[src/rtl/vram_port_arbiter.sv]
// Two-master arbiter for the video memory host port (port A).
// Round-robin with a per-owner burst limit; read data is routed back one cycle after issue.
module vram_port_arbiter #(
  parameter int ADDR_WIDTH = 16,
  parameter int DATA_WIDTH = 32,
  parameter int MAX_BURST  = 4
) (
  input  logic                    clk_a,
  input  logic                    rst,
  input  logic                    m0_req,
  input  logic [DATA_WIDTH/8-1:0] m0_we,
  input  logic [ADDR_WIDTH-1:0]   m0_addr,
  input  logic [DATA_WIDTH-1:0]   m0_wdata,
  output logic                    m0_ack,
  output logic                    m0_rvalid,
  output logic [DATA_WIDTH-1:0]   m0_rdata,
  input  logic                    m1_req,
  input  logic [DATA_WIDTH/8-1:0] m1_we,
  input  logic [ADDR_WIDTH-1:0]   m1_addr,
  input  logic [DATA_WIDTH-1:0]   m1_wdata,
  output logic                    m1_ack,
  output logic                    m1_rvalid,
  output logic [DATA_WIDTH-1:0]   m1_rdata,
  output logic                    mem_en,
  output logic [DATA_WIDTH/8-1:0] mem_we,
  output logic [ADDR_WIDTH-1:0]   mem_addr,
  output logic [DATA_WIDTH-1:0]   mem_write,
  input  logic [DATA_WIDTH-1:0]   mem_read,
  output logic                    grant_id
);

  localparam int BE_W  = DATA_WIDTH / 8;
  localparam int CNT_W = $clog2(MAX_BURST + 1);
  localparam logic [CNT_W-1:0] CNT_MAX = CNT_W'(MAX_BURST);
  localparam logic [CNT_W-1:0] CNT_ONE = CNT_W'(1);

  logic             r_prio;
  logic             r_last;
  logic [CNT_W-1:0] r_burst_cnt;
  logic [1:0]       r_rd_pend;

  logic             w_valid;
  logic             w_sel;
  logic [CNT_W-1:0] w_cnt_new;
  logic             w_sel_read;

  // Contention goes to prio; otherwise the lone requester wins (m0 by default when idle).
  assign w_valid = m0_req | m1_req;
  assign w_sel   = (m0_req && m1_req) ? r_prio : m1_req;

  always_comb begin
    w_cnt_new = CNT_ONE;
    if (w_sel == r_last) begin
      if (r_burst_cnt >= CNT_MAX) w_cnt_new = CNT_MAX;
      else                        w_cnt_new = r_burst_cnt + CNT_ONE;
    end
  end

  assign w_sel_read = w_sel ? (m1_we == '0) : (m0_we == '0);

  assign mem_en    = w_valid;
  assign mem_we    = !w_valid ? '0 : (w_sel ? m1_we    : m0_we);
  assign mem_addr  = !w_valid ? '0 : (w_sel ? m1_addr  : m0_addr);
  assign mem_write = !w_valid ? '0 : (w_sel ? m1_wdata : m0_wdata);
  assign grant_id  = w_valid & w_sel;
  assign m0_ack    = w_valid & ~w_sel;
  assign m1_ack    = w_valid &  w_sel;

  always_ff @(posedge clk_a or posedge rst) begin
    if (rst) begin
      r_prio      <= 1'b0;
      r_last      <= 1'b0;
      r_burst_cnt <= '0;
      r_rd_pend   <= 2'b00;
    end else begin
      r_rd_pend[0] <= w_valid && !w_sel && w_sel_read;
      r_rd_pend[1] <= w_valid &&  w_sel && w_sel_read;
      if (w_valid) begin
        r_last <= w_sel;
        // Hitting the limit hands priority to the other master and restarts the count.
        if (w_cnt_new == CNT_MAX) begin
          r_prio      <= ~w_sel;
          r_burst_cnt <= '0;
        end else begin
          r_prio      <= w_sel;
          r_burst_cnt <= w_cnt_new;
        end
      end
    end
  end

  assign m0_rvalid = r_rd_pend[0];
  assign m1_rvalid = r_rd_pend[1];
  assign m0_rdata  = r_rd_pend[0] ? mem_read : '0;
  assign m1_rdata  = r_rd_pend[1] ? mem_read : '0;

endmodule

[config.mk]
export PLATFORM = sky130hd
export DESIGN_NAME = vram_port_arbiter
export DESIGN_NICKNAME = d
export VERILOG_FILES = /design/src/rtl/vram_port_arbiter.sv
export SDC_FILE = /design/constraint.sdc
export NUM_CORES = 1
export LEC_CHECK = 0
export CAP_MARGIN = 5
export CORE_AREA = 2 2 103 105
export DETAILED_ROUTE_END_ITERATION = 10
export DIE_AREA = 0 0 105 107
export HOLD_SLACK_MARGIN = 0.03
export SETUP_SLACK_MARGIN = 0.02
export SYNTH_ARGS = -nofsm -noshare
export SYNTH_HDL_FRONTEND = slang
export SYNTH_SLANG_ARGS = --single-unit
export TNS_END_PERCENT = 100
[constraint.sdc]
create_clock -name clk_a -period 1.6 [get_ports clk_a]
set_input_delay 0.16 -clock clk_a [delete_from_list [all_inputs] [get_ports clk_a]]
set_output_delay 0.16 -clock clk_a [all_outputs]
set_load 0.005 [all_outputs]
==> run_results.csv <==
group,metric,value,unit
routing,routed-via-count,3126,
critical_path,path_delay_family,"buffers and inverters",
timing,min_period_over_period,106.9,%
synthesis,syn_avg_cell_area,5.789,um^2
final_layout,mostFrequentLayoutCells,"sky130_fd_sc_hd__clkdlybuf4s50_1 (140), sky130_fd_sc_hd__and2_1 (64), sky130_fd_sc_hd__nand2_1 (54)",
floorplan,placement_rows,37,
routing,drtIter0Drc,159,
routing,finalWirelength,10470,um
pwr,p_leak,2.852,nW
cts,cts_tree,"done",
hold_path,timing.hold.worst.class,"in -> async",
global_route,global_route_wire_length_before_repair,15430,um
critical_path,critPathLaunchType,"flop",
timing,fin_worst_hold_slack,0.1717,ns
critical_path,critical_path.most_common_cell,"sky130_fd_sc_hd__buf_6",
placement,place_hpwl,8032,um
critical_path,critical_path_buffers_and_inverters,4,
pwr,peakVddDrop,0.2500,mV
timing,slew_headroom,79.26,%
pwr,power_per_standard_cell_area,430.2,nW/um^2
synthesis,mappedNetlistArea,1690,um^2
final_layout,fin_util,47.41,%
cts,cts_inserted_buffers,3,
timing,final.setup_skew,0.001380,ns
synthesis,synth_seq_area_share,10.36,%
critical_path,end_kind,"primary output",
global_route,grtUsageTotal,16.86,%
timing,finalMaxSlewViolations,0,
critical_path,cpMaxStageDelayCell,"sky130_fd_sc_hd__dfrtp_1",
timing,unrepaired_setup_endpoints_after_global_routing,"yes",
routing,drt_pass1_iterations,5,
pwr,reg_power_share,12.2,%
pwr,power_frac_comb,75.9,%
synthesis,synth-async-reset-ratio,100.0,%
routing,detail_route.vias_per_cell,4.472,
critical_path,rr_endpoint,"r_prio",
global_route,overflow,0,
critical_path,critical_path.max_stage_delay,0.39,ns
critical_path,r2r_cells,5,
routing,antenna_viol_nets_final,0,
routing,detail_route.wl_per_cell,14.98,um
floorplan,dieWidth,105,um
cts,cts.clk_slew.worst_paths,0.04,ns
timing,setup-violations-final,25,
placement,place.gp.congestion,0.7915,
global_route,antenna_found_initial,0,
synthesis,dominantRegCellSynth,"sky130_fd_sc_hd__dfrtp_1",
synthesis,synth_seq_cells,7,
final_layout,finalNonFillerCells,699,
critical_path,arrival_worst_endpoint,1.55,ns
final_layout,layout-drive-gt1-share,22.91,%
pwr,switching_power,0.0007747,W
pwr,p_clk_share,11.9,%
critical_path,r2r_slack,0.11,ns
placement,post-place-cells,679,
global_route,first_global_vias,3093,
placement,io_buffers,261,
timing,maxClockFrequency,0.5846,GHz
floorplan,core_area,10090,um^2
final_layout,diodes,0,
pwr,sw_frac_of_total,37.64,%
synthesis,syn_inst,292,
flow_run,max-cap-violations,0,
critical_path,r2r_start,"r_burst_cnt[0]",
critical_path,worstPathMaxFanout,6,
synthesis,yosysUniqueCellTypes,31,
outcome,run_status,"finished, violations left",
timing,finalHoldViolations,0,
synthesis,synth_fp_nets,434,
cts,ctsLongestPathBuffers,2,
final_layout,area_growth,183.0,%
final_layout,layout.nets,706,
routing,number_of_remaining_drc_errors,0,
outcome,violations,"negative setup slack",
cts,cts_root_buffer,"sky130_fd_sc_hd__clkbuf_8",
critical_path,cp_cell_instances,"and2b_4 > nor2_4 > buf_12 > buf_6 > buf_6 > o21ai_1 > buf_2",
floorplan,io-pin-count,262,
timing,timing.final.ws_setup,-0.1107,ns
floorplan,initial_standard_cell_utilization_of_the_core,16.75,%
critical_path,path_class,"reg -> out",
final_layout,nFillCells,1038,
pwr,internal_portion_of_total_power,0.001284,W
critical_path,cp.required,1.44,ns
timing,tightest_slew,0.3111,ns
cts,cts_max_level,1,
global_route,grt_max_degree,30,
cts,insertion_delay,0.23,ns
final_layout,layout.cells.most_common,"sky130_fd_sc_hd__clkdlybuf4s50_1",
synthesis,synth.yosys.warnings,0,
cts,clkSinkCount,7,
timing,period_minus_slack,1.711,ns
floorplan,overall_die_height,107,um
cts,holdBufCountCts,0,
floorplan,fp.dieArea,11240,um^2
synthesis,post_synth_edffs,0,
worst reg2reg max path, cell delays in order, from the launching register on:
cell	delay (ns)
sky130_fd_sc_hd__dfrtp_1	0.40
sky130_fd_sc_hd__inv_1	0.08
sky130_fd_sc_hd__ha_1	0.33
sky130_fd_sc_hd__nand3b_1	0.20
sky130_fd_sc_hd__a311o_1	0.37
sky130_fd_sc_hd__nand2_1	0.06
per-stage QoR:
| stage | worst slack (ns) | total power [W] | area, um^2 | setup TNS [ns] |
|---|---|---|---|---|
| finish | -0.1107 | 0.002058 | 4785 | -1.375 |
| detailed placement | -0.4418 | 0.001823 | 4552 | -20.67 |
| CTS | -0.1497 | 0.002053 | 4679 | -5.335 |
| global placement | -0.4216 | 0.001804 | 4552 | -19.92 |
| floorplan | 0.2278 | 0.0008304 | 1690 | 0 |
| global route | -0.1492 | 0.002218 | 4785 | -2.928 |
what timing repair did:
item	in CTS	in global routing
cloned	4	1
buffers inserted	9	5
endpoints found under the hold margin	0	0
resized for setup	205	98
endpoints found under the setup margin	65	91
pin swaps	9	5
sequential cells by signal, indices dropped and copies added (netlist names):
register and count:
r_last 1, r_burst_cnt 3, r_rd_pend 2, r_prio 1
power by group through the flow:
stage | clock network [W] | logic [W] | registers (W)
after floorplan | 0 | 0.000587 | 0.000243
after global placement | 0 | 0.00156 | 0.000249
after detailed placement | 0 | 0.00157 | 0.000251
after CTS | 0.000249 | 0.00155 | 0.000250
after global routing | 0.000261 | 0.00170 | 0.000256
final | 0.000245 | 0.00156 | 0.000250
Yosys cell counts, types with 2 or more instances:
master,instances,area [um^2]
sky130_fd_sc_hd__a21oi_1,2,10.01
sky130_fd_sc_hd__and2_1,64,400.4
sky130_fd_sc_hd__buf_2,20,100.1
sky130_fd_sc_hd__buf_4,3,22.52
sky130_fd_sc_hd__clkbuf_1,6,22.52
sky130_fd_sc_hd__dfrtp_1,7,175.2
sky130_fd_sc_hd__ha_1,2,25.02
sky130_fd_sc_hd__inv_1,5,18.77
sky130_fd_sc_hd__inv_2,2,7.510
sky130_fd_sc_hd__nand2_1,54,202.7
sky130_fd_sc_hd__nand3_1,53,265.3
sky130_fd_sc_hd__nor3_1,2,10.01
sky130_fd_sc_hd__o21ai_1,53,265.3
sky130_fd_sc_hd__or4_1,2,15.01
cell families (layout without fill, tap and decap cells):
logic type	after synthesis	in the layout	synth area share [%]
and+or+nand+nor	183	183	56.55
AOI/OAI and AO/OA	63	63	20.80
DFF	7	7	10.36
buffers and inverters	37	308	10.81
adders and majority gates	2	2	1.480
worst max-delay path by stage:
stage / start / depth (start not counted) / endpoint / slack, ns
after CTS: r_prio / 6 / mem_write[9] / -0.15
after global routing: r_prio / 7 / mem_write[19] / -0.15
final: r_prio / 7 / mem_write[31] / -0.11
after floorplan: r_burst_cnt[0] / 5 / r_prio / 0.23
after detailed placement: m0_req / 6 / mem_write[9] / -0.44
after global placement: m0_req / 6 / mem_write[9] / -0.42
per-layer routing:
metal  part of all wire (%)  global-route usage [%]  up-vias
met1                     38                   18.08     1404
met4                    1.4                   4.381        0
met3                    8.6                   3.587       10
met5                      0                       0        -
met2                     52                   33.16      177
li1                       -                       -     1535
final cells by class:
class                           instances  area, um^2  share of cell area [%]
Multi-Input combinational cell        248        1456                   30.44
Clock buffer                            4       45.04                  0.9414
Sequential cell                         7       177.7                   3.713
Tap cell                              136       170.2                   3.556
Inverter                                7       26.28                  0.5492
Timing Repair Buffer                  297        2909                   60.80
Power figures use the tool's default switching activity.
